## src/rtl/cnt_threshold_monitor.sv

```systemverilog
// Threshold/saturation monitor for an up/down counter value.
// Debounced hysteresis plus edge-detected MAX/ZERO, queued in a small event FIFO.
module cnt_threshold_monitor #(
    parameter int SIZE     = 4,
    parameter int DEBOUNCE = 3,
    parameter int DEPTH    = 4
) (
    input  logic            clk,
    input  logic            rst,
    input  logic [SIZE-1:0] cnt,
    input  logic [SIZE-1:0] hi_th,
    input  logic [SIZE-1:0] lo_th,
    input  logic            clr_ovf,
    input  logic            evt_ready,
    output logic            evt_valid,
    output logic [1:0]      evt_code,
    output logic            level,
    output logic            overflow
);

    localparam int DW = $clog2(DEBOUNCE + 1);
    localparam int AW = (DEPTH > 1) ? $clog2(DEPTH) : 1;
    localparam int CW = $clog2(DEPTH + 1);

    localparam logic [SIZE-1:0] CNT_MAX = '1;
    localparam logic [SIZE-1:0] CNT_MIN = '0;
    localparam logic [DW-1:0]   DB_LAST = DW'(DEBOUNCE);
    localparam logic [AW-1:0]   PTR_LAST = AW'(DEPTH - 1);
    localparam logic [CW-1:0]   CNT_FULL = CW'(DEPTH);

    localparam logic [1:0] EV_RISE = 2'b00;
    localparam logic [1:0] EV_FALL = 2'b01;
    localparam logic [1:0] EV_MAX  = 2'b10;
    localparam logic [1:0] EV_ZERO = 2'b11;

    typedef enum logic [1:0] {
        ST_LOW,
        ST_RISE_CHK,
        ST_HIGH,
        ST_FALL_CHK
    } state_t;

    state_t          state_q;
    state_t          state_n;
    logic [DW-1:0]   dcnt_q;
    logic [DW-1:0]   dcnt_n;
    logic [DW-1:0]   dcnt_inc;
    logic            rise_evt;
    logic            fall_evt;

    logic [SIZE-1:0] cnt_q;
    logic            max_evt;
    logic            zero_evt;
    logic            thr_evt;
    logic            sat_evt;
    logic [1:0]      thr_code;
    logic [1:0]      sat_code;

    logic            pend_v_q;
    logic [1:0]      pend_code_q;
    logic            pend_v_n;
    logic [1:0]      pend_code_n;
    logic            push;
    logic [1:0]      push_code;

    logic [1:0]      mem [DEPTH];
    logic [AW-1:0]   wr_ptr;
    logic [AW-1:0]   rd_ptr;
    logic [CW-1:0]   count;
    logic            full;
    logic            empty;
    logic            pop;
    logic            wr_en;
    logic            drop;

    logic            ge_hi;
    logic            le_lo;

    assign ge_hi    = (cnt >= hi_th);
    assign le_lo    = (cnt <= lo_th);
    assign dcnt_inc = dcnt_q + DW'(1);

    always_ff @(posedge clk or posedge rst) begin
        if (rst) begin
            state_q <= ST_LOW;
            dcnt_q  <= '0;
        end else begin
            state_q <= state_n;
            dcnt_q  <= dcnt_n;
        end
    end

    always_comb begin
        state_n  = state_q;
        dcnt_n   = dcnt_q;
        rise_evt = 1'b0;
        fall_evt = 1'b0;
        unique case (state_q)
            ST_LOW: begin
                if (ge_hi) begin
                    if (DEBOUNCE == 1) begin
                        state_n  = ST_HIGH;
                        dcnt_n   = '0;
                        rise_evt = 1'b1;
                    end else begin
                        state_n = ST_RISE_CHK;
                        dcnt_n  = DW'(1);
                    end
                end
            end
            ST_RISE_CHK: begin
                if (ge_hi) begin
                    if (dcnt_inc == DB_LAST) begin
                        state_n  = ST_HIGH;
                        dcnt_n   = '0;
                        rise_evt = 1'b1;
                    end else begin
                        dcnt_n = dcnt_inc;
                    end
                end else begin
                    state_n = ST_LOW;
                    dcnt_n  = '0;
                end
            end
            ST_HIGH: begin
                if (le_lo) begin
                    if (DEBOUNCE == 1) begin
                        state_n  = ST_LOW;
                        dcnt_n   = '0;
                        fall_evt = 1'b1;
                    end else begin
                        state_n = ST_FALL_CHK;
                        dcnt_n  = DW'(1);
                    end
                end
            end
            ST_FALL_CHK: begin
                if (le_lo) begin
                    if (dcnt_inc == DB_LAST) begin
                        state_n  = ST_LOW;
                        dcnt_n   = '0;
                        fall_evt = 1'b1;
                    end else begin
                        dcnt_n = dcnt_inc;
                    end
                end else begin
                    state_n = ST_HIGH;
                    dcnt_n  = '0;
                end
            end
            default: begin
                state_n = ST_LOW;
                dcnt_n  = '0;
            end
        endcase
    end

    assign level = (state_q == ST_HIGH) || (state_q == ST_FALL_CHK);

    // cnt_q resets to zero, so a count parked at zero never reports ZERO
    always_ff @(posedge clk or posedge rst) begin
        if (rst) begin
            cnt_q <= '0;
        end else begin
            cnt_q <= cnt;
        end
    end

    assign max_evt  = (cnt == CNT_MAX) && (cnt_q != CNT_MAX);
    assign zero_evt = (cnt == CNT_MIN) && (cnt_q != CNT_MIN);
    assign thr_evt  = rise_evt || fall_evt;
    assign sat_evt  = max_evt || zero_evt;
    assign thr_code = rise_evt ? EV_RISE : EV_FALL;
    assign sat_code = max_evt ? EV_MAX : EV_ZERO;

    // One push per cycle: threshold first, then a parked saturation event
    always_comb begin
        push        = 1'b0;
        push_code   = EV_RISE;
        pend_v_n    = pend_v_q;
        pend_code_n = pend_code_q;
        if (thr_evt) begin
            push      = 1'b1;
            push_code = thr_code;
            if (sat_evt) begin
                pend_v_n    = 1'b1;
                pend_code_n = sat_code;
            end
        end else if (pend_v_q) begin
            push        = 1'b1;
            push_code   = pend_code_q;
            pend_v_n    = sat_evt;
            pend_code_n = sat_evt ? sat_code : pend_code_q;
        end else if (sat_evt) begin
            push      = 1'b1;
            push_code = sat_code;
        end
    end

    always_ff @(posedge clk or posedge rst) begin
        if (rst) begin
            pend_v_q    <= 1'b0;
            pend_code_q <= EV_RISE;
        end else begin
            pend_v_q    <= pend_v_n;
            pend_code_q <= pend_code_n;
        end
    end

    assign full  = (count == CNT_FULL);
    assign empty = (count == '0);
    assign pop   = !empty && evt_ready;
    assign wr_en = push && (!full || pop);
    assign drop  = push && full && !pop;

    always_ff @(posedge clk) begin
        if (wr_en) begin
            mem[wr_ptr] <= push_code;
        end
    end

    always_ff @(posedge clk or posedge rst) begin
        if (rst) begin
            wr_ptr <= '0;
            rd_ptr <= '0;
            count  <= '0;
        end else begin
            if (wr_en) begin
                wr_ptr <= (wr_ptr == PTR_LAST) ? '0 : wr_ptr + AW'(1);
            end
            if (pop) begin
                rd_ptr <= (rd_ptr == PTR_LAST) ? '0 : rd_ptr + AW'(1);
            end
            if (wr_en && !pop) begin
                count <= count + CW'(1);
            end else if (pop && !wr_en) begin
                count <= count - CW'(1);
            end
        end
    end

    // A drop in the same cycle as a clear wins
    always_ff @(posedge clk or posedge rst) begin
        if (rst) begin
            overflow <= 1'b0;
        end else if (drop) begin
            overflow <= 1'b1;
        end else if (clr_ovf) begin
            overflow <= 1'b0;
        end
    end

    assign evt_valid = !empty;
    assign evt_code  = empty ? EV_RISE : mem[rd_ptr];

endmodule

```

## config.mk

```make
export PLATFORM = sky130hd
export DESIGN_NAME = cnt_threshold_monitor
export DESIGN_NICKNAME = d
export VERILOG_FILES = /design/src/rtl/cnt_threshold_monitor.sv
export SDC_FILE = /design/constraint.sdc
export NUM_CORES = 1
export LEC_CHECK = 0
export CAP_MARGIN = 30
export CORE_ASPECT_RATIO = 1.5
export CORE_MARGIN = 2
export CORE_UTILIZATION = 56
export CTS_BUF_LIST = sky130_fd_sc_hd__clkbuf_16
export DETAILED_ROUTE_END_ITERATION = 10
export PLACE_DENSITY = 0.9
export SETUP_SLACK_MARGIN = 0.05
export SLEW_MARGIN = 10
export SYNTH_ARGS = -nofsm -noshare
export SYNTH_HDL_FRONTEND = slang
export SYNTH_SLANG_ARGS = --single-unit
```

## constraint.sdc

```tcl
create_clock -name clk -period 6.94 [get_ports clk]
set_clock_uncertainty 0.1 [all_clocks]
set_input_delay 1.388 -clock clk [delete_from_list [all_inputs] [get_ports clk]]
set_output_delay 1.388 -clock clk [all_outputs]
set_load 0.02 [all_outputs]
```

==> results of run 1 <==
layout by cell type, fill, tap and decap left out, drive strengths merged, types with 2 or more instances in the layout:
master	Yosys	layout
mux4	2	2
a32oi	2	2
nor4	4	4
dfrtp	19	19
nor2b	2	2
and3	2	2
nand2	11	11
inv	13	13
a31oi	2	2
nand4	3	3
o21ai	7	7
and2	2	2
nand2b	3	3
or3	5	5
mux2	2	2
clkdlybuf4s50	0	20
xor2	2	2
nor3	4	4
edfxtp	8	8
nor2	9	9
o21a	3	3
a2111oi	2	2
a21oi	3	3
clkbuf	2	3
ha	14	14
nand3b	2	2
power breakdown:
| part | total, mW | switching [mW] | internal (mW) | leakage (nW) |
|---|---|---|---|---|
| Clock | 0.132 | 0.0537 | 0.0778 | 0.0409 |
| Combinational | 0.238 | 0.119 | 0.118 | 0.482 |
| Sequential | 0.248 | 0.0476 | 0.200 | 0.304 |
| Total | 0.617 | 0.220 | 0.396 | 0.827 |
registers in the layout, summed over array words and instances, names as in the netlist:
signal	count
pend_v_q	1
state_q	2
mem	8
overflow	1
cnt_q	4
rd_ptr	2
pend_code_q	2
dcnt_q	2
count	3
wr_ptr	2
layer usage:
metal / up-vias / GRT usage (%)
met3: 18 / 1.90
met5: - / 0
met2: 52 / 45.7
met4: 0 / 14.9
met1: 632 / 19.1
li1: 596 / -
final timing paths:
kind / slack [ns] / cells after the start / endpoint
max: 2.57 / 13 / count[2]$_DFFE_PP0P_
max in group asynchronous: 4.81 / 2 / cnt_q[2]$_DFF_PP0_
max reg2reg: 4.14 / 8 / count[1]$_DFFE_PP0P_
min in group asynchronous: 1.45 / 2 / wr_ptr[1]$_DFFE_PP0P_
min reg2reg: 0.42 / 1 / count[2]$_DFFE_PP0P_
min: 0.42 / 1 / count[2]$_DFFE_PP0P_
logic make-up (layout without fill, tap and decap cells):
group | after synthesis | in the layout | synth area share, %
and+or+nand+nor | 51 | 51 | 17.5
buffers and inverters | 16 | 37 | 3.70
muxes | 5 | 5 | 4.68
adders and majority gates | 16 | 16 | 12.4
AOI/OAI and AO/OA | 30 | 30 | 16.9
xor gates and xnor gates | 3 | 3 | 1.59
DFF | 27 | 27 | 43.2
area by class of cell:
cell class / instances / area [um^2] / share of cell area [%]
multi-input combinational: 105 / 880 / 44.6
sequential: 27 / 716 / 36.3
timing repair buffer: 20 / 200 / 10.1
clock buffer: 3 / 75.1 / 3.80
inverter: 13 / 48.8 / 2.47
tap: 39 / 48.8 / 2.47
clock inverter: 1 / 5.00 / 0.254
critical path, stage by stage:
cell             delay (ns)
clkdlybuf4s50_1        0.52
ha_1                   0.37
nor2b_1                0.16
a2111oi_4              0.41
or3_1                  0.27
a31oi_4                0.14
nor2_1                 0.13
ha_1                   0.20
inv_1                  0.06
fa_1                   0.37
xor2_1                 0.17
nor2_1                 0.12
xor2_1                 0.15
metrics by stage:
| step | util (%) | area, um^2 | hold WS, ns |
|---|---|---|---|
| floorplan | - | 1660 | 0.362 |
| detailed placement | 66.4 | 1890 | 0.408 |
| CTS | 69.2 | 1970 | 0.424 |
| global route | 69.2 | 1970 | 0.448 |
| global placement | 66.4 | 1890 | 0.376 |
| finish | 69.2 | 1970 | 0.422 |
==> flow_metrics.tcl, run 1 <==
set metrics [dict create \
    reg2reg_from "cnt_q[1]$_DFF_PP0_" \
    die_w_um 48.4 \
    synthTopCellsByArea "dfrtp_1, edfxtp_1, ha_1" \
    insertion_delay_ns 0.26 \
    fin_total_pwr_mw 0.617 \
    cp.arrival_ns 4.46 \
    synth.largest_area_cell "dfrtp_1" \
    cp-start-kind "primary input" \
    cts-htree-levels 1 \
    avgSynthCellArea_um2 11.2 \
    grt_max_degree 20 \
    grt_usage_pct 22.1 \
    p_per_area_nw_per_um2 313 \
    cts_resized 0 \
    cts_inserted_buffers 3 \
    cts_tree "done" \
    met1_length_mm 1.15 \
    synth_common_cells "dfrtp_1, ha_1, inv_1" \
    finalNetCount 201 \
    cts_root_buf "clkbuf_16" \
    wl_met2_mm 2.05 \
    setup_ws_ns 2.57 \
    dp_hpwl_mm 2.75 \
    cp-startpoint "cnt[1]" \
    start_util_pct 58.1 \
    dp_slack_ns 2.33 \
    period_share_pct 63.0 \
    hp-class "flip-flop to flip-flop" \
    drive_above_1_share_pct 10.7 \
    vdd_drop_max_mv 0.177 \
    postCtsSetupRepairBufs 0 \
    num-fill-cells 211 \
    gr-total-overflow 0 \
    grt_pass1_vias 1383 \
    final_antenna_net_count 0 \
    synth.top_cell.area_share_pct 28.7 \
    final-setup-viol-count 0 \
    p_leak_nw 0.827 \
    die-area_um2 3420 \
    crit_type "primary input to flip-flop" \
    tns_ns 0 \
    final_cells 208 \
    yosysMostFrequentCell "dfrtp_1" \
    critPathMaxFanout 6 \
    die-height_um 70.6 \
    ys_seq_area_share_pct 43.2 \
    drtIter0Drc 46 \
    met3_length_um 103 \
    dr.max_layer_used "met4" \
    async_reset_ff_share_pct 70.4 \
    core_area_um2 2850 \
    cap_violations 0 \
    status "complete, no violations" \
    synth_ff_type "dfrtp_1" \
    ys_ff_latch 27 \
    drc 0 \
    crit_required_ns 7.03 \
    dr_total_vias 1298 \
    clkSinkCount 27 \
    dp.cells 204 \
    cts_buffer_depth 2 \
    area_delta_synth_final_pct 19.1 \
    finalMaxSlewViolations 0 \
    cp-end-kind "flip-flop" \
    diodes 0 \
    clock.fmax_mhz 229 \
    post_drt_wl_per_cell_um 16.6 \
    ios 21 \
    dr.pass1.iters 6 \
    grt_pass1_wl_mm 5.82 \
    gp_congestion 0.839 \
    worstMarginPinSlew_ns 0.779 \
    synth_cells 148 \
    antenna_found_initial 0 \
    rows 24 \
    slew_headroom_pct 47.3 \
    ys_warn_count 0 \
    syn_nets 179 \
    finalWirelength_mm 3.45 \
    port_buffers 20 \
    rsz0062_at_grt "false" \
    ctsHoldBuffers 0 \
    via_per_inst 6.24 \
    synth_edf_count 8 \
    post-route-min-period_ns 4.37 \
    hp-start "count[2]$_DFFE_PP0P_" \
    clk_pin_slew_ns 0.07 \
    netlist_area_um2 1660 \
    synth_cell_types 53 \
    hold_viol_final 0 \
]
Note: power is estimated with default switching activity, not from simulation.
==> run 2: changes to the inputs <==
--- a/config.mk
+++ b/config.mk
@@ -8,10 +8,10 @@
 export CAP_MARGIN = 30
 export CORE_ASPECT_RATIO = 1.5
 export CORE_MARGIN = 2
-export CORE_UTILIZATION = 56
+export CORE_UTILIZATION = 55
 export CTS_BUF_LIST = sky130_fd_sc_hd__clkbuf_16
 export DETAILED_ROUTE_END_ITERATION = 10
-export PLACE_DENSITY = 0.9
+export PLACE_DENSITY = 0.88
 export SETUP_SLACK_MARGIN = 0.05
 export SLEW_MARGIN = 10
 export SYNTH_ARGS = -nofsm -noshare
==> constraint.sdc (replaced) <==
create_clock -name clk -period 4.46 [get_ports clk]
set_clock_uncertainty 0.1 [all_clocks]
set_input_delay 0.892 -clock clk [delete_from_list [all_inputs] [get_ports clk]]
set_output_delay 0.892 -clock clk [all_outputs]
set_load 0.02 [all_outputs]
==> flow_metrics.tcl, run 2 (synthesis gave the netlist of run 1 again) <==
set metrics [dict create \
    crit_type "primary input to flip-flop" \
    ff_latch_area_um2 716 \
    cp-start-kind "primary input" \
    gr-total-overflow 0 \
    finalMaxSlewViolations 0 \
    start_util_pct 57.5 \
    core_area_um2 2880 \
    mostFrequentLayoutCell "clkdlybuf4s50_1" \
    hp-class "flip-flop to flip-flop" \
    diodes 0 \
    final_cells 209 \
    ff2ff_path_depth 8 \
    cp.arrival_ns 3.87 \
    dr_total_vias 1290 \
    port_buffers 20 \
    critPathMaxFanout 6 \
    gp_congestion 0.850 \
    vdd_drop_max_mv 0.343 \
    cp-startpoint "cnt[0]" \
    grt_usage_pct 22.8 \
    num-fill-cells 227 \
    via_per_inst 6.17 \
    whs_ns 0.411 \
    die_w_um 48.8 \
    slew_headroom_pct 46.1 \
    cts_tree "done" \
    clkSinkCount 27 \
    utilization_pct 68.7 \
    setup_ws_ns 0.635 \
    hold_viol_final 0 \
    insertion_delay_ns 0.26 \
    multiInputGateArea_um2 880 \
    cts_root_buf "clkbuf_16" \
    post_drt_wl_per_cell_um 17.0 \
    ctsHoldBuffers 0 \
    rows 24 \
    final-setup-viol-count 0 \
    area_delta_synth_final_pct 19.5 \
    cts-htree-levels 1 \
    cts_inserted_buffers 3 \
    top_register "mem" \
    largest_register_ff_count 8 \
    post-route-min-period_ns 3.83 \
    p_per_area_nw_per_um2 484 \
    grt_max_degree 20 \
    reg2reg_from "cnt_q[1]$_DFF_PP0_" \
    status "complete, no violations" \
    drtIter0Drc 34 \
    crit_required_ns 4.51 \
    dr.pass1.iters 4 \
    critPathCapture "count[1]$_DFFE_PP0P_" \
    dp_hpwl_mm 2.82 \
    dp.cells 205 \
    cts_resized 0 \
    reg2reg_to "count[1]$_DFFE_PP0P_" \
    postCtsSetupRepairBufs 0 \
    grt_pass1_vias 1402 \
    final_cell_mix "clkdlybuf4s50_1, dfrtp_1, inv_1, ha_1, nand2_1" \
    drive_above_1_share_pct 10.6 \
    die-area_um2 3480 \
    cp-end-kind "flip-flop" \
    final_antenna_net_count 0 \
    p_leak_nw 0.834 \
    dp_slack_ns 0.349 \
    grt_pass1_wl_mm 6.02 \
    period_share_pct 85.8 \
    cts_buffer_depth 2 \
    tns_ns 0 \
    rsz0062_at_grt "false" \
    finalWirelength_mm 3.55 \
    ios 21 \
    die-height_um 71.2 \
    drc 0 \
    finalNetCount 202 \
    clk_pin_slew_ns 0.06 \
    clock.fmax_mhz 261 \
    rrSetupSlack_ns 1.64 \
    top_regs "mem: 8 flops, cnt_q: 4 flops, count: 3 flops" \
    antenna_found_initial 0 \
    cap_violations 0 \
    worstMarginPinSlew_ns 0.798 \
]
-- run 2: cell count changes in the layout (fill, tap and decap cells not counted) --
| cell | delta |
|---|---|
| inv_1 | +1 |
| buf_4 | +1 |
| clkinv_2 | -1 |
-- run 2: metrics by stage --
step,power (mW),cell area [um^2]
floorplan,0.637,1660
global placement,0.729,1900
detailed placement,0.759,1900
CTS,0.963,1980
global route,1.02,1980
finish,0.958,1980
-- run 2: worst min path at each step --
stage,startpoint,to,slack (ns),cells past startpoint
global placement,count[2]$_DFFE_PP0P_,count[2]$_DFFE_PP0P_,0.38,1
global route,count[2]$_DFFE_PP0P_,count[2]$_DFFE_PP0P_,0.43,1
CTS,count[2]$_DFFE_PP0P_,count[2]$_DFFE_PP0P_,0.41,1
floorplan,count[2]$_DFFE_PP0P_,count[2]$_DFFE_PP0P_,0.36,1
finish,count[2]$_DFFE_PP0P_,count[2]$_DFFE_PP0P_,0.41,1
detailed placement,count[2]$_DFFE_PP0P_,count[2]$_DFFE_PP0P_,0.40,1
-- run 2: final cells by class --
cell class	count	share of cell area [%]
sequential	27	36.2
timing repair buffer	21	10.5
inverter	13	2.47
tap	39	2.47
multi-input combinational	105	44.4
clock buffer	3	3.79
clock inverter	1	0.190
-- run 2: power by group --
| part | internal [mW] | switching, mW |
|---|---|---|
| Clock | 0.120 | 0.0814 |
| Combinational | 0.186 | 0.188 |
| Sequential | 0.311 | 0.0713 |
| Total | 0.617 | 0.341 |
-- run 2: routing by layer --
metal,routed length [um],share of wire [%],global-route usage [%],vias to the layer above
li1,-,-,-,591
met1,1210,34,20.1,637
met2,2070,58,45.7,44
met3,88,2.5,1.46,18
met4,183,5.2,18.7,0
met5,0,0,0,-
-- run 2: critical path, stage by stage --
cell and delay [ns]:
clkdlybuf4s50_1 0.52, inv_1 0.09, ha_1 0.30, nand2b_4 0.15
a2111oi_4 0.38, o21ai_1 0.22, a31oi_4 0.25, nor2_1 0.07
ha_1 0.24, inv_1 0.08, fa_1 0.40, mux2_2 0.28
